### src/rtl/game_referee_if.sv
// Signal bundle between the pong referee and the rest of the game:
// ball/paddle positions and frame timing in, bounce pulses, scores and
// serve/match status out. The referee uses the slave modport.
interface game_referee_if;
  logic       frame_tick;
  logic       start;
  logic [9:0] ball_x;
  logic [8:0] ball_y;
  logic [8:0] p1_y;
  logic [8:0] p2_y;
  logic       h_col;
  logic       v_col;
  logic [3:0] p1_score;
  logic [3:0] p2_score;
  logic       ball_hold;
  logic       serve_dir;
  logic       game_over;
  logic       winner;

  modport master (
    output frame_tick, start, ball_x, ball_y, p1_y, p2_y,
    input  h_col, v_col, p1_score, p2_score, ball_hold, serve_dir,
           game_over, winner
  );

  modport slave (
    input  frame_tick, start, ball_x, ball_y, p1_y, p2_y,
    output h_col, v_col, p1_score, p2_score, ball_hold, serve_dir,
           game_over, winner
  );
endinterface

### src/rtl/game_referee.sv
// Pong referee: serve timing, paddle/wall bounce detection, miss scoring
// and match end. Bounce pulses are registered, so they appear in the clk
// after the frame_tick that evaluated the ball.
// Optional feature: define GAME_REFEREE_PAUSE_EN to add a level 'pause'
// input that freezes serve counting and play while high.
module game_referee #(
  parameter int PADDLE_H     = 75,
  parameter int PADDLE_W     = 5,
  parameter int BALL_R       = 8,
  parameter int P1_X         = 30,
  parameter int P2_X         = 600,
  parameter int MISS_L       = 20,
  parameter int MISS_R       = 620,
  parameter int WIN_SCORE    = 9,
  parameter int SERVE_FRAMES = 60
) (
  input  logic          clk,
  input  logic          reset,
`ifdef GAME_REFEREE_PAUSE_EN
  input  logic          pause,
`endif
  game_referee_if.slave bus
);

  typedef enum logic [2:0] {
    IDLE,
    SERVE,
    PLAY,
    POINT,
    GAME_OVER
  } state_t;

  // Serve counter runs 0..SERVE_FRAMES-1
  localparam int CNT_W = (SERVE_FRAMES > 1) ? $clog2(SERVE_FRAMES) : 1;
  localparam logic [CNT_W-1:0] SERVE_LAST = CNT_W'(SERVE_FRAMES - 1);

  // All geometry is compared in 11 bits with only additions on the ball
  // side, so nothing can underflow or wrap.
  localparam logic [10:0] P1_X_LO  = 11'(P1_X);
  localparam logic [10:0] P1_X_HI  = 11'(P1_X + PADDLE_W + BALL_R);
  localparam logic [10:0] P2_X_LO  = 11'(P2_X);
  localparam logic [10:0] P2_X_HI  = 11'(P2_X + PADDLE_W);
  localparam logic [10:0] BR       = 11'(BALL_R);
  localparam logic [10:0] Y_SPAN   = 11'(PADDLE_H + BALL_R);
  localparam logic [10:0] V_BOT    = 11'(480 - BALL_R);
  localparam logic [10:0] MISS_L_C = 11'(MISS_L);
  localparam logic [10:0] MISS_R_C = 11'(MISS_R);
  localparam logic [3:0]  WIN_C    = 4'(WIN_SCORE);

  state_t           state_q, state_d;
  logic [3:0]       p1_score_q, p1_score_d;
  logic [3:0]       p2_score_q, p2_score_d;
  logic             h_col_q, h_col_d;
  logic             v_col_q, v_col_d;
  logic             serve_dir_q, serve_dir_d;
  logic             winner_q, winner_d;
  logic [CNT_W-1:0] serve_cnt_q, serve_cnt_d;
  logic             start_prev_q, start_prev_d;
  logic             scorer_q, scorer_d;   // 1 = P2 won the pending point

  logic        pause_i;
  logic        paused;
  logic        tick;
  logic        start_edge;
  logic [10:0] bx, by, p1y, p2y;
  logic        p1_hit, p2_hit, wall_hit, miss_l, miss_r;

`ifdef GAME_REFEREE_PAUSE_EN
  assign pause_i = pause;
`else
  assign pause_i = 1'b0;
`endif

  // Pause only matters while the ball is being served or in play
  assign paused     = pause_i && ((state_q == PLAY) || (state_q == SERVE));
  assign tick       = bus.frame_tick && !paused;
  assign start_edge = bus.start && !start_prev_q;

  assign bx  = {1'b0, bus.ball_x};
  assign by  = {2'b0, bus.ball_y};
  assign p1y = {2'b0, bus.p1_y};
  assign p2y = {2'b0, bus.p2_y};

  assign p1_hit   = (bx >= P1_X_LO) && (bx <= P1_X_HI) &&
                    (by + BR >= p1y) && (by <= p1y + Y_SPAN);
  assign p2_hit   = (bx + BR >= P2_X_LO) && (bx <= P2_X_HI) &&
                    (by + BR >= p2y) && (by <= p2y + Y_SPAN);
  assign wall_hit = (by <= BR) || (by >= V_BOT);
  assign miss_l   = (bx < MISS_L_C);
  assign miss_r   = (bx > MISS_R_C);

  // Next-state, scoring and bounce-pulse logic
  always_comb begin
    state_d      = state_q;
    p1_score_d   = p1_score_q;
    p2_score_d   = p2_score_q;
    h_col_d      = 1'b0;
    v_col_d      = 1'b0;
    serve_dir_d  = serve_dir_q;
    winner_d     = winner_q;
    serve_cnt_d  = serve_cnt_q;
    start_prev_d = bus.start;
    scorer_d     = scorer_q;

    case (state_q)
      IDLE, GAME_OVER: begin
        if (start_edge) begin
          p1_score_d  = 4'd0;
          p2_score_d  = 4'd0;
          serve_cnt_d = '0;
          state_d     = SERVE;
        end
      end

      SERVE: begin
        if (tick) begin
          if (serve_cnt_q == SERVE_LAST) begin
            serve_cnt_d = '0;
            state_d     = PLAY;
          end else begin
            serve_cnt_d = serve_cnt_q + CNT_W'(1);
          end
        end
      end

      PLAY: begin
        if (tick) begin
          // A miss wins over any bounce on the same frame
          if (miss_l) begin
            scorer_d = 1'b1;
            state_d  = POINT;
          end else if (miss_r) begin
            scorer_d = 1'b0;
            state_d  = POINT;
          end else begin
            h_col_d = p1_hit || p2_hit;
            v_col_d = wall_hit;
          end
        end
      end

      POINT: begin
        serve_cnt_d = '0;
        if (scorer_q) begin
          if (p2_score_q < WIN_C) p2_score_d = p2_score_q + 4'd1;
          if (p2_score_d == WIN_C) begin
            winner_d = 1'b1;
            state_d  = GAME_OVER;
          end else begin
            serve_dir_d = 1'b0;   // P1 conceded: serve toward the left
            state_d     = SERVE;
          end
        end else begin
          if (p1_score_q < WIN_C) p1_score_d = p1_score_q + 4'd1;
          if (p1_score_d == WIN_C) begin
            winner_d = 1'b0;
            state_d  = GAME_OVER;
          end else begin
            serve_dir_d = 1'b1;   // P2 conceded: serve toward the right
            state_d     = SERVE;
          end
        end
      end

      default: state_d = IDLE;
    endcase
  end

  // State register with synchronous reset overriding everything
  always_ff @(posedge clk) begin
    if (reset) begin
      state_q      <= IDLE;
      p1_score_q   <= 4'd0;
      p2_score_q   <= 4'd0;
      h_col_q      <= 1'b0;
      v_col_q      <= 1'b0;
      serve_dir_q  <= 1'b0;
      winner_q     <= 1'b0;
      serve_cnt_q  <= '0;
      start_prev_q <= 1'b0;
      scorer_q     <= 1'b0;
    end else begin
      state_q      <= state_d;
      p1_score_q   <= p1_score_d;
      p2_score_q   <= p2_score_d;
      h_col_q      <= h_col_d;
      v_col_q      <= v_col_d;
      serve_dir_q  <= serve_dir_d;
      winner_q     <= winner_d;
      serve_cnt_q  <= serve_cnt_d;
      start_prev_q <= start_prev_d;
      scorer_q     <= scorer_d;
    end
  end

  assign bus.h_col     = h_col_q;
  assign bus.v_col     = v_col_q;
  assign bus.p1_score  = p1_score_q;
  assign bus.p2_score  = p2_score_q;
  assign bus.ball_hold = (state_q != PLAY) || paused;
  assign bus.serve_dir = serve_dir_q;
  assign bus.game_over = (state_q == GAME_OVER);
  assign bus.winner    = winner_q;

endmodule

### src/flat_wrapper.sv
// flat-port wrapper written by rule: the top's interface ports become plain ports
module game_referee_flat 
#(
  parameter int PADDLE_H     = 75,
  parameter int PADDLE_W     = 5,
  parameter int BALL_R       = 8,
  parameter int P1_X         = 30,
  parameter int P2_X         = 600,
  parameter int MISS_L       = 20,
  parameter int MISS_R       = 620,
  parameter int WIN_SCORE    = 9,
  parameter int SERVE_FRAMES = 60
)
  (clk, reset, bus_frame_tick, bus_start, bus_ball_x, bus_ball_y, bus_p1_y, bus_p2_y, bus_h_col, bus_v_col, bus_p1_score, bus_p2_score, bus_ball_hold, bus_serve_dir, bus_game_over, bus_winner);
  game_referee_if bus_i ();
  input  logic clk;
  input  logic reset;
  input wire logic [$bits(bus_i.frame_tick)-1:0] bus_frame_tick;
  input wire logic [$bits(bus_i.start)-1:0] bus_start;
  input wire logic [$bits(bus_i.ball_x)-1:0] bus_ball_x;
  input wire logic [$bits(bus_i.ball_y)-1:0] bus_ball_y;
  input wire logic [$bits(bus_i.p1_y)-1:0] bus_p1_y;
  input wire logic [$bits(bus_i.p2_y)-1:0] bus_p2_y;
  output wire logic [$bits(bus_i.h_col)-1:0] bus_h_col;
  output wire logic [$bits(bus_i.v_col)-1:0] bus_v_col;
  output wire logic [$bits(bus_i.p1_score)-1:0] bus_p1_score;
  output wire logic [$bits(bus_i.p2_score)-1:0] bus_p2_score;
  output wire logic [$bits(bus_i.ball_hold)-1:0] bus_ball_hold;
  output wire logic [$bits(bus_i.serve_dir)-1:0] bus_serve_dir;
  output wire logic [$bits(bus_i.game_over)-1:0] bus_game_over;
  output wire logic [$bits(bus_i.winner)-1:0] bus_winner;
  assign bus_i.frame_tick = bus_frame_tick;
  assign bus_i.start = bus_start;
  assign bus_i.ball_x = bus_ball_x;
  assign bus_i.ball_y = bus_ball_y;
  assign bus_i.p1_y = bus_p1_y;
  assign bus_i.p2_y = bus_p2_y;
  assign bus_h_col = bus_i.h_col;
  assign bus_v_col = bus_i.v_col;
  assign bus_p1_score = bus_i.p1_score;
  assign bus_p2_score = bus_i.p2_score;
  assign bus_ball_hold = bus_i.ball_hold;
  assign bus_serve_dir = bus_i.serve_dir;
  assign bus_game_over = bus_i.game_over;
  assign bus_winner = bus_i.winner;
  game_referee #(.PADDLE_H(PADDLE_H), .PADDLE_W(PADDLE_W), .BALL_R(BALL_R), .P1_X(P1_X), .P2_X(P2_X), .MISS_L(MISS_L), .MISS_R(MISS_R), .WIN_SCORE(WIN_SCORE), .SERVE_FRAMES(SERVE_FRAMES)) u_core (.clk(clk), .reset(reset), .bus(bus_i));
endmodule
### config.mk
export PLATFORM = sky130hd
export DESIGN_NAME = game_referee_flat
export DESIGN_NICKNAME = d
export VERILOG_FILES = /design/src/rtl/game_referee_if.sv /design/src/rtl/game_referee.sv /design/src/flat_wrapper.sv
export SDC_FILE = /design/constraint.sdc
export NUM_CORES = 1
export LEC_CHECK = 0
export ABC_AREA = 1
export CAP_MARGIN = 20
export CORE_ASPECT_RATIO = 0.7
export CORE_MARGIN = 1
export CORE_UTILIZATION = 35
export CTS_BUF_LIST = sky130_fd_sc_hd__clkbuf_8 sky130_fd_sc_hd__clkbuf_16
export DETAILED_ROUTE_END_ITERATION = 12
export GPL_ROUTABILITY_DRIVEN = 0
export HOLD_SLACK_MARGIN = 0.08
export PLACE_DENSITY_LB_ADDON = 0.3
export SLEW_MARGIN = 25
export SYNTH_ARGS = -nofsm -noshare
export SYNTH_HDL_FRONTEND = slang
export SYNTH_SLANG_ARGS = --single-unit
export TNS_END_PERCENT = 100
### constraint.sdc
create_clock -name clk -period 2.3 [get_ports clk]
set_clock_uncertainty 0.15 [all_clocks]
set_input_delay 0.46 -clock clk [delete_from_list [all_inputs] [get_ports clk]]
set_output_delay 0.46 -clock clk [all_outputs]
set_load 0.005 [all_outputs]
# Yosys cells after proc, flatten, opt, wreduce, memory -nomap -nowiden
# Index checks and enable logic that the tools add are counted.
# op_classes
addsub	7
n_lt_le_gt_ge	14
n_eq_ne	18
n_mux	33
n_bitwise	2
reduce_logical	24
# ops
op	count
4-bit two-way mux	9
3-bit two-way mux	9
11-bit by 9-bit >= comparator with 1-bit output	2
9-bit by 11-bit less-or-equal comparator with 1-bit output	2
9-bit by 7-bit adder with 10-bit output (second input constant)	2
6-bit two-way mux	3
6-bit one-hot mux with 3 select lines	1
3-bit AND reduction	6
4-bit one-hot mux with 2 select lines	2
2-bit != test (second input constant)	6
3-bit one-hot mux with 4 select lines	1
10-bit by 4-bit adder with 11-bit output (second input constant)	1
11-bit by 10-bit >= comparator with 1-bit output (second input constant)	1
9-bit by 4-bit adder with 10-bit output (second input constant)	1
10-bit by 5-bit >= comparator with 1-bit output (second input constant)	1
10-bit > comparator (second input constant)	1
10-bit less-or-equal comparator (second input constant)	1
10-bit by 6-bit less-or-equal comparator with 1-bit output (second input constant)	1
10-bit by 5-bit less-than comparator with 1-bit output (second input constant)	1
9-bit >= comparator (second input constant)	1
9-bit by 4-bit less-or-equal comparator with 1-bit output (second input constant)	1
4-bit by 1-bit adder with 4-bit output (second input constant)	2
4-bit equality test (second input constant)	2
4-bit less-than comparator (second input constant)	2
19 further kinds	39
# totals
reg_bits	23
inputBits	41
output_inout_bits	14
word_cells	108

# Longest topological paths before layout
# Gate-level depths: netlist of run 1.
# depth
word_depth	8
depth_mapped	17
depth_no_buf	17

# Worst setup path before layout of run 1
# Ideal clock, no wire load.
# synth_path
kind	input-to-reg
from	input bus_p2_y[0]
to	register u_core.h_col_q, in the netlist u_core.bus.h_col
setup_ps	70
t_arrival_ps	2045
required_time_ps	2080
setup_slack_ps	35
stages	15
n_path_buf	0
cell_sequence	inv_1 ha_1 nor2_1 nand2_1 nand2_1 nand2_1 a21oi_1 xor2_1 ha_1 nand2_1 nor3_1 a22oi_1 nand2_1 nand3_1 a21oi_1
# synth_via
elab_chain_len	4
word_cells_on_any_way	6
classes_between	add/sub (1); order compare (2); reduce/logical (3)
# synth_lines
item	line	rtl
start, declared	flat_wrapper.sv:23	input wire logic [$bits(bus_i.p2_y)-1:0] bus_p2_y;
9-bit by 7-bit adder with 10-bit output / 11-bit by 9-bit >= comparator with 1-bit output (equally long branches)	game_referee.sv:87	(by + BR >= p2y) && (by <= p2y + Y_SPAN);
9-bit by 11-bit less-or-equal comparator with 1-bit output / 1-bit logical AND (equally long branches)	game_referee.sv:87, game_referee.sv:86	
1-bit logical AND (*)	game_referee.sv:87	
1-bit logical OR (*)	game_referee.sv:136	h_col_d = p1_hit || p2_hit;
end signal, assigned	game_referee.sv:186	h_col_q <= h_col_d;
end, declared	game_referee.sv:53	logic h_col_q, h_col_d;
# Every way passes the cells marked *; elsewhere a longest branch is shown, timed or not.
# A chain may end at the register's enable or synchronous reset.

# Worst setup path in the final report of run 1
# layout_path
from	input bus_p1_y[6]
to	register u_core.h_col_q, in the netlist u_core.bus.h_col
# layout_via
elab_chain_len	4
word_cells_on_any_way	6
classes_between	add/sub (1); order compare (2); reduce/logical (3)
# layout_lines
item	line	rtl
start, declared	flat_wrapper.sv:22	input wire logic [$bits(bus_i.p1_y)-1:0] bus_p1_y;
9-bit by 7-bit adder with 10-bit output / 11-bit by 9-bit >= comparator with 1-bit output (equally long branches)	game_referee.sv:85	(by + BR >= p1y) && (by <= p1y + Y_SPAN);
9-bit by 11-bit less-or-equal comparator with 1-bit output / 1-bit logical AND (equally long branches)	game_referee.sv:85, game_referee.sv:84	
1-bit logical AND (*)	game_referee.sv:85	
1-bit logical OR (*)	game_referee.sv:136	
# Marks and branches as above.

==> tab_implementation.tex, run 1 <==
\begin{tabular}{lr}
\hline
Metric & Value \\
\hline
\multicolumn{2}{l}{\textbf{Drt}} \\
\quad Number of vias in the routed layout & about 3300 \\
\quad Number of nets still failing antenna checks after routing & 0 \\
\quad Post-DR vias/cell & about 4.9 \\
\quad Drt initial violations & 159 \\
\quad Mean routed wirelength per cell & between 10 and 15 microns \\
\quad Detailed-routing iteration count for the pre-antenna-repair pass & 9 \\
\quad \# DRC & 2 \\
\quad Final WL & 8.10 mm \\
\multicolumn{2}{l}{\textbf{Worst setup path}} \\
\quad Worst setup EP type & register \\
\quad Reg2reg end & u\_core.state\_q[0] \\
\quad CP arrival & about 2.2 ns \\
\quad FF-to-FF setup slack & roughly 0.44 ns \\
\quad Maximum fanout along the worst path & 3 \\
\quad Reg-to-Reg Start & u\_core.bus.p2\_score[0] \\
\quad Number of cells on the worst reg-to-reg path & 12 \\
\quad Sort of element at the start of the critical path & input pin \\
\quad WP data required & 2.30 ns \\
\quad Type of the worst setup path & in2reg \\
\multicolumn{2}{l}{\textbf{Status}} \\
\quad Failing checks & DRC \\
\quad Result of the run & finished, violations left \\
\multicolumn{2}{l}{\textbf{Synthesis}} \\
\quad Commonest register cell after synthesis & dfxtp\_1 \\
\quad Post-synthesis instance total & between 400 and 500 \\
\quad Synthesized area per cell & 6.12 sq um \\
\quad Async set-or-reset flop fraction in the synthesized netlist & 0 \\
\quad Cell area after technology mapping & 0.00294 sq mm \\
\quad Register bit count reported by yosys & 23 \\
\quad Net count after synthesis & 569 \\
\quad Yosys synthesis warning count & 0 \\
\quad Number of synthesized flops with an enable pin & 0 \\
\quad Sequential share of the synthesized area & 0.157 \\
\quad Count of distinct cell types in the synthesized netlist & 32 \\
\multicolumn{2}{l}{\textbf{Place}} \\
\quad Placed cell count & around 680 \\
\quad Worst setup timing slack at the placement stage & -0.713 ns \\
\quad Count of input and output buffers & between 50 and 60 \\
\quad Post-DP HPWL & 6.78 mm \\
\quad Placement Cell Area & 0.00395 sq mm \\
\multicolumn{2}{l}{\textbf{Power}} \\
\quad Share of power burned in registers & 0.280 \\
\quad Leakage dissipation & between 2 and 2.5 nW \\
\quad Power per unit of standard cell area & 383 mW/mm\^{}2 \\
\quad Design internal power & 0.00101 W \\
\quad Part of the total power dissipated in the clock network & 0.232 \\
\quad Switching power as a share of total power & 0.376 \\
\quad Total net switching power & just over 0.0006 W \\
\quad Worst supply voltage drop on vdd & 0.195 mV \\
\quad Gate power share & 0.488 \\
\multicolumn{2}{l}{\textbf{STA}} \\
\quad Setup repair after global routing missed its margin & true \\
\quad Number of hold violations in the final report & 0 \\
\quad Max-slew violation total from the final report & 0 \\
\quad Setup-failing EPs final & 0 \\
\quad Max Fclk & approximately 0.45 GHz \\
\quad Least setup slack across all paths after layout & 0.0979 ns \\
\quad Slew HR & 0.754 \\
\quad Transition time of the tightest slew-check pin & roughly 0.36 ns \\
\quad Setup TNS Final & 0 ns \\
\quad Shortest period the worst path allows & roughly 2.2 ns \\
\quad Portion of the clock cycle consumed by the worst path in the final layout & 0.957 \\
\multicolumn{2}{l}{\textbf{Floorplan}} \\
\quad Core area & between 0.008 and 0.009 sq mm \\
\quad Overall die height & about 80 microns \\
\quad Floorplan row count & 27 \\
\quad Width of the die & $\sim$110 microns \\
\quad Number of top-level design ports & 55 \\
\quad Starting density of the core & 0.367 \\
\quad Die outline area & 0.00877 sq mm \\
\multicolumn{2}{l}{\textbf{Min path}} \\
\quad Endpoint of the worst hold-timing path & u\_core.serve\_cnt\_q[5] \\
\quad Hold Path Cell Cnt & 1 \\
\quad Worst min-delay path class & reg2reg \\
\quad Source of the worst hold timing path & u\_core.serve\_cnt\_q[5] \\
\multicolumn{2}{l}{\textbf{Clocking}} \\
\quad Cell at the root of the clock tree & clkbuf\_16 \\
\quad Clock Tree Buf Depth & 2 \\
\quad Post-CTS Hold Buffers & 0 \\
\quad CTS HTree Levels & 1 \\
\quad TritonCTS buffer count & 3 \\
\quad Clock sinks & 23 \\
\quad Clock tree from TritonCTS & built \\
\quad Clk Latency, worst-skew pair & approximately 0.26 ns \\
\quad Clock transition at path regs & roughly 0.06 ns \\
\multicolumn{2}{l}{\textbf{Final layout}} \\
\quad Most frequent cells in the layout & 117 x nand2\_1, 65 x inv\_1, 49 x buf\_4, 44 x nor2\_1, 43 x ha\_1 \\
\quad Post-layout nets & 676 \\
\quad Area grow syn2layout & 43.7\% \\
\quad Share of layout cells above drive strength 1 & 0.208 \\
\quad Most frequent standard cell in the layout excluding fill and tap cells & nand2\_1 \\
\quad Final non-filler cell area & around 0.0042 sq mm \\
\quad Post-layout util & 0.527 \\
\quad Number of cells in the finished layout apart from fillers & slightly below 700 \\
\quad Antenna diode count & 0 \\
\multicolumn{2}{l}{\textbf{GRT}} \\
\quad Antenna violations before repair & 0 \\
\quad Via count of the first global-routing pass & roughly 3000 \\
\quad Global-route wire length before repair & 13.5 mm \\
\quad Largest net degree at the start of global routing & 13 \\
\quad Remaining global-route overflow & 0 \\
\quad Total routing usage reported by global routing & 0.187 \\
\multicolumn{2}{l}{\textbf{Run}} \\
\quad Count of max-cap constraint violations & 0 \\
\hline
\end{tabular}
==> registers in the layout (all words and copies together), names as in the netlist <==
register / flops
u_core.bus.h_col: 1
u_core.bus.p2_score: 4
u_core.bus.p1_score: 4
u_core.start_prev_q: 1
u_core.bus.serve_dir: 1
u_core.bus.winner: 1
u_core.state_q: 3
u_core.serve_cnt_q: 6
u_core.scorer_q: 1
u_core.bus.v_col: 1
==> how the worst max path moves through the flow <==
stage | start | endpoint | slack, ns | cells past startpoint
6_report | bus_p1_y[6] | u_core.bus.h_col | 0.1 | 13
3_3_place_gp | bus_p2_y[0] | u_core.bus.h_col | -0.64 | 16
2_1_floorplan | bus_p2_y[0] | u_core.bus.h_col | 0.03 | 15
5_1_grt | bus_p1_y[0] | u_core.bus.h_col | -0.03 | 18
3_5_place_dp | bus_p2_y[0] | u_core.bus.h_col | -0.71 | 16
4_1_cts | bus_ball_y[7] | u_core.bus.h_col | 0.001 | 11
==> cells in the mapped netlist (2+ instances only) <==
| master | count | area [sq um] |
|---|---|---|
| nand2_1 | 131 | 492 |
| inv_1 | 74 | 278 |
| nor2_1 | 50 | 188 |
| ha_1 | 48 | 601 |
| a21oi_1 | 42 | 210 |
| nand3_1 | 36 | 180 |
| dfxtp_1 | 23 | 460 |
| xor2_1 | 15 | 131 |
| o21ai_0 | 13 | 65.1 |
| nand4_1 | 10 | 62.6 |
| nor3_1 | 4 | 20.0 |
| inv_2 | 3 | 11.3 |
| nand2_2 | 3 | 18.8 |
| nor2_2 | 3 | 18.8 |
| a21o_1 | 2 | 15.0 |
| a31o_2 | 2 | 17.5 |
| clkbuf_1 | 2 | 7.51 |
| nand3b_1 | 2 | 15.0 |
| nor2_4 | 2 | 22.5 |
| o21ai_1 | 2 | 10.0 |
| xnor2_1 | 2 | 17.5 |
==> cell families (layout without fill, tap and decap cells) <==
kind of cell               Yosys count  after routing  share of synthesized area
and+or+nand+nor                    243            243                      0.352
xor gates and xnor gates            17             17                     0.0507
adders and majority gates           48             48                      0.204
buffers and inverters               80            186                      0.103
DFF                                 23             23                      0.157
AOI/OAI and AO/OA                   69             69                      0.134
==> worst max-delay path, cell delays in order <==
cell and delay, ns:
clkdlybuf4s50_1 0.51, inv_2 0.07, xor2_1 0.16, ha_1 0.29, nand2_1 0.09, nor2_2 0.12, o21ai_0 0.10, nand2_1 0.06
nand2_1 0.04, nand2_1 0.05, nand3_1 0.07, nand3_1 0.11, a21oi_2 0.06
==> per-stage QoR <==
| stage | hold slack (ns) | power, W |
|---|---|---|
| global placement | 0.295 | 0.00117 |
| detailed placement | 0.304 | 0.00119 |
| global route | 0.341 | 0.00174 |
| finish | 0.318 | 0.00161 |
| floorplan | 0.279 | 0.000912 |
| CTS | 0.313 | 0.00160 |
==> power groups by stage <==
| stage | sequential (W) | clock, W | combinational, W |
|---|---|---|---|
| 4_1_cts | 0.000451 | 0.000385 | 0.000759 |
| 3_5_place_dp | 0.000461 | 0 | 0.000733 |
| 6_report | 0.000452 | 0.000375 | 0.000788 |
| 5_1_grt | 0.000455 | 0.000403 | 0.000880 |
| 3_3_place_gp | 0.000459 | 0 | 0.000715 |
| 2_1_floorplan | 0.000455 | 0 | 0.000456 |
==> metal layers <==
metal  wire (microns)  track usage  up-vias
met1             4290        0.267     1487
li1                 -            -     1775
met3              290       0.0239        6
met4               58       0.0392        0
met5                0            0        -
met2             3470        0.299       66
==> layout make-up <==
| class | instances | area, sq um |
|---|---|---|
| fill | 753 | 3790 |
| multi-input combinational | 377 | 2340 |
| clock buffer | 3 | 75.1 |
| clock inverter | 1 | 3.75 |
| timing repair buffer | 105 | 917 |
| tap | 101 | 126 |
| sequential | 23 | 460 |
| inverter | 77 | 294 |
==> what timing repair did <==
| item | in CTS | in global routing |
|---|---|---|
| buffers inserted | 3 | 1 |
| pin swaps | 22 | 20 |
| setup endpoints to repair | 1 | 1 |
| resized for setup | 51 | 41 |
(Power assumes the default switching activity.)
==> run 2, diff against run 1 <==
--- a/config.mk
+++ b/config.mk
@@ -6,7 +6,6 @@
 export NUM_CORES = 1
 export LEC_CHECK = 0
 export ABC_AREA = 1
-export CAP_MARGIN = 20
 export CORE_ASPECT_RATIO = 0.7
 export CORE_MARGIN = 1
 export CORE_UTILIZATION = 35
==> constraint.sdc (replaced) <==
create_clock -name clk -period 2.54 [get_ports clk]
set_clock_uncertainty 0.15 [all_clocks]
set_input_delay 0.508 -clock clk [delete_from_list [all_inputs] [get_ports clk]]
set_output_delay 0.508 -clock clk [all_outputs]
set_load 0.005 [all_outputs]
==> run 2 against run 1 <==
The flow still finishes with violations (DRC). Sequential power decreased by 9.5%. Clock-buffer cell count unchanged. Register-to-register slack improved by 0.26 ns. Die area unchanged. Power decreased by 11%. Wire length decreased by 0.56%. Setup slack got worse by 0.0068 ns. Hold slack got worse by 0.0041 ns. Critical path type unchanged.
==> tab_implementation.tex, run 2 (synthesis gave the netlist of run 1 again) <==
\begin{tabular}{lr}
\hline
Metric & Value \\
\hline
\multicolumn{2}{l}{\textbf{Status}} \\
\quad Result of the run & finished, violations left \\
\quad Failing checks & DRC \\
\multicolumn{2}{l}{\textbf{Min path}} \\
\quad Endpoint of the worst hold-timing path & u\_core.bus.winner \\
\quad Hold Path Cell Cnt & 2 \\
\quad Worst min-delay path class & reg2reg \\
\quad Source of the worst hold timing path & u\_core.bus.winner \\
\multicolumn{2}{l}{\textbf{Floorplan}} \\
\quad Overall die height & just under 80 microns \\
\quad Core area & $\sim$0.008 sq mm \\
\quad Starting density of the core & 0.367 \\
\quad Number of top-level design ports & between 50 and 60 \\
\quad Die outline area & 0.00877 sq mm \\
\quad Width of the die & roughly 110 microns \\
\quad Floorplan row count & 27 \\
\multicolumn{2}{l}{\textbf{STA}} \\
\quad Slew HR & 0.744 \\
\quad Shortest period the worst path allows & roughly 2.4 ns \\
\quad Number of hold violations in the final report & 0 \\
\quad Final worst hold slack & $\sim$0.31 ns \\
\quad Setup TNS Final & 0 ns \\
\quad Max-slew violation total from the final report & 0 \\
\quad Transition time of the tightest slew-check pin & around 0.38 ns \\
\quad Setup-failing EPs final & 0 \\
\quad Max Fclk & 0.408 GHz \\
\quad Portion of the clock cycle consumed by the worst path in the final layout & 0.964 \\
\multicolumn{2}{l}{\textbf{GRT}} \\
\quad Via count of the first global-routing pass & 2955 \\
\quad Largest net degree at the start of global routing & 14 \\
\quad Antenna violations before repair & 0 \\
\quad Remaining global-route overflow & 0 \\
\quad Global-route wire length before repair & roughly 13 mm \\
\quad Total routing usage reported by global routing & 0.185 \\
\multicolumn{2}{l}{\textbf{Final layout}} \\
\quad Flip-flop count of the largest register after layout & 6 \\
\quad Share of layout cells above drive strength 1 & 0.157 \\
\quad Most frequent cells in the layout & 125 x nand2\_1, 68 x inv\_1, 47 x nor2\_1, 46 x ha\_1, 45 x clkdlybuf4s50\_1 \\
\quad Post-layout nets & approximately 670 \\
\quad Antenna diode count & 0 \\
\quad Most frequent standard cell in the layout excluding fill and tap cells & nand2\_1 \\
\quad Post-layout util & 0.504 \\
\quad Area grow syn2layout & 37.3\% \\
\quad Largest register by flop count & u\_core.serve\_cnt\_q \\
\multicolumn{2}{l}{\textbf{Drt}} \\
\quad Mean routed wirelength per cell & roughly 12 microns \\
\quad Number of vias in the routed layout & $\sim$3300 \\
\quad Post-DR vias/cell & between 4 and 5 \\
\quad Detailed-routing iteration count for the pre-antenna-repair pass & 8 \\
\quad Number of nets still failing antenna checks after routing & 0 \\
\quad \# DRC & 2 \\
\quad Final WL & around 8.1 mm \\
\quad Drt initial violations & roughly 170 \\
\multicolumn{2}{l}{\textbf{Clocking}} \\
\quad Clock Tree Buf Depth & 2 \\
\quad Clock sinks & 23 \\
\quad TritonCTS buffer count & 3 \\
\quad CTS HTree Levels & 1 \\
\quad Clock tree from TritonCTS & built \\
\quad Clock transition at path regs & approximately 0.06 ns \\
\quad Post-CTS Hold Buffers & 0 \\
\quad Cell at the root of the clock tree & clkbuf\_16 \\
\quad Clk Latency, worst-skew pair & $\sim$0.26 ns \\
\multicolumn{2}{l}{\textbf{Worst setup path}} \\
\quad Type of the worst setup path & in2reg \\
\quad Maximum fanout along the worst path & 6 \\
\quad CP arrival & between 2 and 2.5 ns \\
\quad FF-to-FF setup slack & approximately 0.70 ns \\
\quad Sort of element at the start of the critical path & input pin \\
\quad Reg2reg end & u\_core.state\_q[0] \\
\quad Number of cells on the worst reg-to-reg path & 12 \\
\quad Reg-to-Reg Start & u\_core.bus.p2\_score[0] \\
\quad Crit path launch & bus\_ball\_y[6] \\
\quad WP data required & between 2 and 3 ns \\
\quad Worst setup EP type & register \\
\multicolumn{2}{l}{\textbf{Run}} \\
\quad Count of max-cap constraint violations & 0 \\
\multicolumn{2}{l}{\textbf{Place}} \\
\quad Post-DP HPWL & approximately 6.9 mm \\
\quad Count of input and output buffers & 54 \\
\multicolumn{2}{l}{\textbf{Power}} \\
\quad Worst supply voltage drop on vdd & roughly 0.22 mV \\
\quad Power per unit of standard cell area & 355 mW/mm\^{}2 \\
\quad Leakage dissipation & slightly above 2 nW \\
\hline
\end{tabular}
## run 2: changes by cell type in the layout (fill, tap and decap cells not counted), sizes merged
cell / before / now
inv: 78 / 77
clkinv: 0 / 1
buf: 55 / 40
dlymetal6s2s: 4 / 3
dlygate4sd2: 7 / 3
clkdlybuf4s50: 36 / 45
## run 2: worst max-delay path, cell delays in order
cell,delay [ns]
clkdlybuf4s50_1,0.46
buf_4,0.20
xnor2_1,0.29
ha_1,0.32
a21oi_1,0.15
o21ai_0,0.12
a21oi_1,0.15
nand3_1,0.10
nand3_2,0.09
a21oi_2,0.05
## run 2: final cells by class
cell class              count  area (sq um)
repair buffers             94           833
flip-flops and latches     23           460
well taps                 101           126
inverters                  77           289
clock buffers               3          75.1
clock inverters             1          5.00
fillers                   810          3970
multi-input cells         377          2240
## run 2: per-stage QoR
| step | cell area [sq um] | setup WS (ns) | total power [W] | cells |
|---|---|---|---|---|
| final | 4030 | 0.0912 | 0.00143 | 676 |
| after global routing | 4030 | -0.00501 | 0.00154 | 676 |
| after CTS | 3990 | 0.00631 | 0.00143 | 676 |
| after detailed placement | 3880 | -0.525 | 0.00107 | 671 |
| after global placement | 3880 | -0.434 | 0.00105 | 671 |
| after floorplan | 2940 | 0.227 | 0.000825 | 480 |
## run 2: what timing repair did
| item | 4_1_cts | 5_1_grt |
|---|---|---|
| buffers inserted | 1 | 0 |
| endpoints found under the setup margin | 1 | 1 |
| resized for setup | 16 | 26 |
| pin swaps | 17 | 14 |
## run 2: routing by layer
| layer | part of all wire | track usage | vias up |
|---|---|---|---|
| met4 | 0.0047 | 0.0297 | 0 |
| met1 | 0.52 | 0.269 | 1454 |
| met3 | 0.051 | 0.0255 | 6 |
| li1 | - | - | 1747 |
| met5 | 0 | 0 | - |
| met2 | 0.43 | 0.293 | 62 |
## run 2: how the worst max path moves through the flow
stage / to / cells after the start
CTS: u_core.bus.h_col / 16
global route: u_core.bus.h_col / 15
global placement: u_core.bus.h_col / 16
detailed placement: u_core.bus.h_col / 16
finish: u_core.bus.h_col / 10
floorplan: u_core.bus.h_col / 15
## run 2: report_power, final
part | internal [W] | switching [W] | total [W]
logic | 0.000295 | 0.000385 | 0.000680
clock network | 0.000212 | 0.000130 | 0.000342
registers | 0.000385 | 0.0000233 | 0.000409
total | 0.000892 | 0.000538 | 0.00143
==> run 3, diff against run 2 <==
--- a/config.mk
+++ b/config.mk
@@ -8,10 +8,11 @@
 export ABC_AREA = 1
 export CORE_ASPECT_RATIO = 0.7
 export CORE_MARGIN = 1
-export CORE_UTILIZATION = 35
+export CORE_UTILIZATION = 55
 export CTS_BUF_LIST = sky130_fd_sc_hd__clkbuf_8 sky130_fd_sc_hd__clkbuf_16
 export DETAILED_ROUTE_END_ITERATION = 12
 export GPL_ROUTABILITY_DRIVEN = 0
+export GPL_TIMING_DRIVEN = 0
 export HOLD_SLACK_MARGIN = 0.08
 export PLACE_DENSITY_LB_ADDON = 0.3
 export SLEW_MARGIN = 25
==> run 3 against run 2 <==
The run now ends clean. Die area shrank 36%. Setup slack gained 0.013 ns. Via count grew 0.15%. Maximum frequency grew 0.53%. Sequential power about the same. Combinational power shrank 7.1%. Power down 11%. Core utilization rose by 24 points. First-iteration DRC count is 55% higher. Sequential share of layout area rose by 1.1 points. Largest cell class unchanged. Global-route usage up 9.9 points.
==> tab_implementation.tex, run 3 (synthesis gave the netlist of run 1 again) <==
\begin{tabular}{lr}
\hline
Metric & Value \\
\hline
\multicolumn{2}{l}{\textbf{STA}} \\
\quad Max Fclk & slightly above 0.4 GHz \\
\quad Least setup slack across all paths after layout & $\sim$0.10 ns \\
\quad Number of hold violations in the final report & 0 \\
\quad Transition time of the tightest slew-check pin & 0.475 ns \\
\quad Setup TNS Final & 0 ns \\
\quad Setup-failing EPs final & 0 \\
\quad Portion of the clock cycle consumed by the worst path in the final layout & 0.959 \\
\quad Final worst hold slack & between 0.3 and 0.4 ns \\
\quad Shortest period the worst path allows & roughly 2.4 ns \\
\quad Max-slew violation total from the final report & 0 \\
\quad Slew HR & 0.683 \\
\multicolumn{2}{l}{\textbf{GRT}} \\
\quad Via count of the first global-routing pass & 3103 \\
\quad Antenna violations before repair & 0 \\
\quad Remaining global-route overflow & 0 \\
\quad Total routing usage reported by global routing & 0.284 \\
\quad Global-route wire length before repair & 12.8 mm \\
\quad Largest net degree at the start of global routing & 14 \\
\multicolumn{2}{l}{\textbf{Final layout}} \\
\quad Area grow syn2layout & 25.0\% \\
\quad Flip-flop count of the largest register after layout & 6 \\
\quad Largest register by flop count & u\_core.serve\_cnt\_q \\
\quad Antenna diode count & 0 \\
\quad Post-layout nets & 633 \\
\quad Number of cells in the finished layout apart from fillers & 612 \\
\quad Most frequent standard cell in the layout excluding fill and tap cells & nand2\_1 \\
\quad Final non-filler cell area & 0.00367 sq mm \\
\quad Share of layout cells above drive strength 1 & 0.0866 \\
\quad Most frequent cells in the layout & 128 x nand2\_1, 69 x inv\_1, 47 x nor2\_1, 46 x ha\_1, 41 x clkdlybuf4s50\_1 \\
\quad Fill cell count & 405 \\
\multicolumn{2}{l}{\textbf{Drt}} \\
\quad Final WL & approximately 7.5 mm \\
\quad Number of nets still failing antenna checks after routing & 0 \\
\quad \# DRC & 0 \\
\quad Detailed-routing iteration count for the pre-antenna-repair pass & 5 \\
\quad Mean routed wirelength per cell & $\sim$12 microns \\
\quad Post-DR vias/cell & about 5.3 \\
\quad Number of vias in the routed layout & 3274 \\
\quad Drt initial violations & between 200 and 300 \\
\multicolumn{2}{l}{\textbf{Power}} \\
\quad Part of the total power dissipated in the clock network & 0.182 \\
\quad Switching power as a share of total power & 0.408 \\
\quad Worst supply voltage drop on vdd & 0.251 mV \\
\quad Leakage dissipation & 1.83 nW \\
\quad Share of power burned in registers & 0.321 \\
\quad Gate power share & 0.497 \\
\quad Power per unit of standard cell area & roughly 350 mW/mm\^{}2 \\
\quad Design internal power & between 0.0007 and 0.0008 W \\
\quad Total net switching power & just over 0.0005 W \\
\multicolumn{2}{l}{\textbf{Clocking}} \\
\quad Clock transition at path regs & 0.08 ns \\
\quad Cell at the root of the clock tree & clkbuf\_8 \\
\quad Clock sinks & 23 \\
\quad Clock tree from TritonCTS & built \\
\quad TritonCTS buffer count & 3 \\
\quad Clk Latency, worst-skew pair & 0.27 ns \\
\quad Post-CTS Hold Buffers & 0 \\
\quad Clock Tree Buf Depth & 2 \\
\quad CTS HTree Levels & 1 \\
\multicolumn{2}{l}{\textbf{Worst setup path}} \\
\quad Type of the worst setup path & in2reg \\
\quad Slowest-stage cell, CP & ha\_1 \\
\quad Maximum fanout along the worst path & 2 \\
\quad Sort of element at the start of the critical path & input pin \\
\quad Reg2reg end & u\_core.bus.winner \\
\quad Crit path launch & bus\_p2\_y[1] \\
\quad Cell class contributing the biggest share of worst-path delay & simple AND/OR/NAND/NOR gates \\
\quad CP arrival & approximately 2.5 ns \\
\quad Reg-to-Reg Start & u\_core.bus.p2\_score[0] \\
\quad Critical-path cell list & dlygate4sd2\_1 -> inv\_2 -> ha\_2 -> nor2\_1 -> nand2\_1 -> buf\_4 -> buf\_4 -> xor2\_1 -> ha\_1 -> nand2\_1 -> a21oi\_1 -> nor2\_1 -> nand2\_1 -> nand2\_1 -> nand2\_1 -> nand2\_1 -> nand3\_1 -> a21oi\_1 \\
\quad Number of buffers and inverters on the critical path & 4 \\
\quad Cell type with the highest occurrence count on the critical path & nand2\_1 \\
\quad WP data required & between 2 and 3 ns \\
\quad Number of cells on the worst reg-to-reg path & 12 \\
\quad FF-to-FF setup slack & roughly 0.70 ns \\
\quad Worst stage delay on the critical path & 0.29 ns \\
\quad Worst setup EP type & register \\
\multicolumn{2}{l}{\textbf{Status}} \\
\quad Result of the run & complete, no violations \\
\multicolumn{2}{l}{\textbf{Run}} \\
\quad Count of max-cap constraint violations & 0 \\
\multicolumn{2}{l}{\textbf{Floorplan}} \\
\quad Overall die height & about 63 microns \\
\quad Floorplan row count & 21 \\
\quad Die outline area & approximately 0.0056 sq mm \\
\quad Number of top-level design ports & 55 \\
\quad Starting density of the core & 0.592 \\
\quad Width of the die & $\sim$89 microns \\
\quad Core area & slightly below 0.005 sq mm \\
\multicolumn{2}{l}{\textbf{Place}} \\
\quad Post-DP HPWL & 6.12 mm \\
\quad Placed cell count & between 600 and 700 \\
\quad Placement Cell Area & $\sim$0.0035 sq mm \\
\quad Worst setup timing slack at the placement stage & -0.545 ns \\
\quad Count of input and output buffers & 52 \\
\multicolumn{2}{l}{\textbf{Min path}} \\
\quad Endpoint of the worst hold-timing path & u\_core.bus.serve\_dir \\
\quad Source of the worst hold timing path & u\_core.bus.serve\_dir \\
\quad Worst min-delay path class & reg2reg \\
\quad Hold Path Cell Cnt & 2 \\
\hline
\end{tabular}
-- run 3: layout make-up --
cell class	instances	area, sq um	share of cell area
sequential	23	460	0.125
multi-input combinational	377	2220	0.605
clock buffer	3	41.3	0.0112
inverter	77	289	0.0787
clock inverter	1	5.00	0.00136
timing repair buffer	59	556	0.151
tap	69	86.3	0.0235
buffer	3	12.5	0.00341
-- run 3: per-stage QoR --
step | total power, W | util
finish | 0.00127 | 0.739
global route | 0.00139 | 0.739
CTS | 0.00125 | 0.731
detailed placement | 0.00102 | 0.714
global placement | 0.000990 | 0.714
floorplan | 0.000825 | -
-- run 3: what timing repair did --
action                     4_1_cts  5_1_grt
pin swaps                       17        3
gates resized for setup         18       17
setup endpoints to repair        1        1
setup buffers                    5        2
-- run 3: worst max path at each step --
stage,slack [ns],endpoint,cells past startpoint
after floorplan,0.23,u_core.bus.h_col,15
after global placement,-0.54,u_core.bus.h_col,16
after detailed placement,-0.54,u_core.bus.h_col,16
after CTS,0.002,u_core.bus.h_col,16
after global routing,-0.03,u_core.bus.h_col,18
final,0.10,u_core.bus.h_col,18
-- run 3: worst register-to-register path, stage by stage (launching register included) --
cell and delay (ns):
dfxtp_1 0.43, inv_1 0.09, ha_1 0.21, nand2_1 0.10, nand2_1 0.09, nand2_1 0.09
nand2_1 0.06, nor2_1 0.09, nand3_1 0.11, nand2_1 0.10, nand2_1 0.07, nand2_1 0.06
a21oi_1 0.05
-- run 3: per-layer routing --
metal	up-vias	share of wire	GRT usage
li1	1688	-	-
met1	1457	0.48	0.393
met2	122	0.44	0.462
met3	7	0.079	0.0472
met4	0	0.0065	0.0595
met5	-	0	0
-- run 3: power groups by stage --
stage          logic (W)  registers, W  clock network (W)
6_report        0.000632      0.000408           0.000232
3_3_place_gp    0.000575      0.000415                  0
3_5_place_dp    0.000603      0.000417                  0
2_1_floorplan   0.000413      0.000412                  0
4_1_cts         0.000610      0.000409           0.000235
5_1_grt         0.000721      0.000413           0.000254
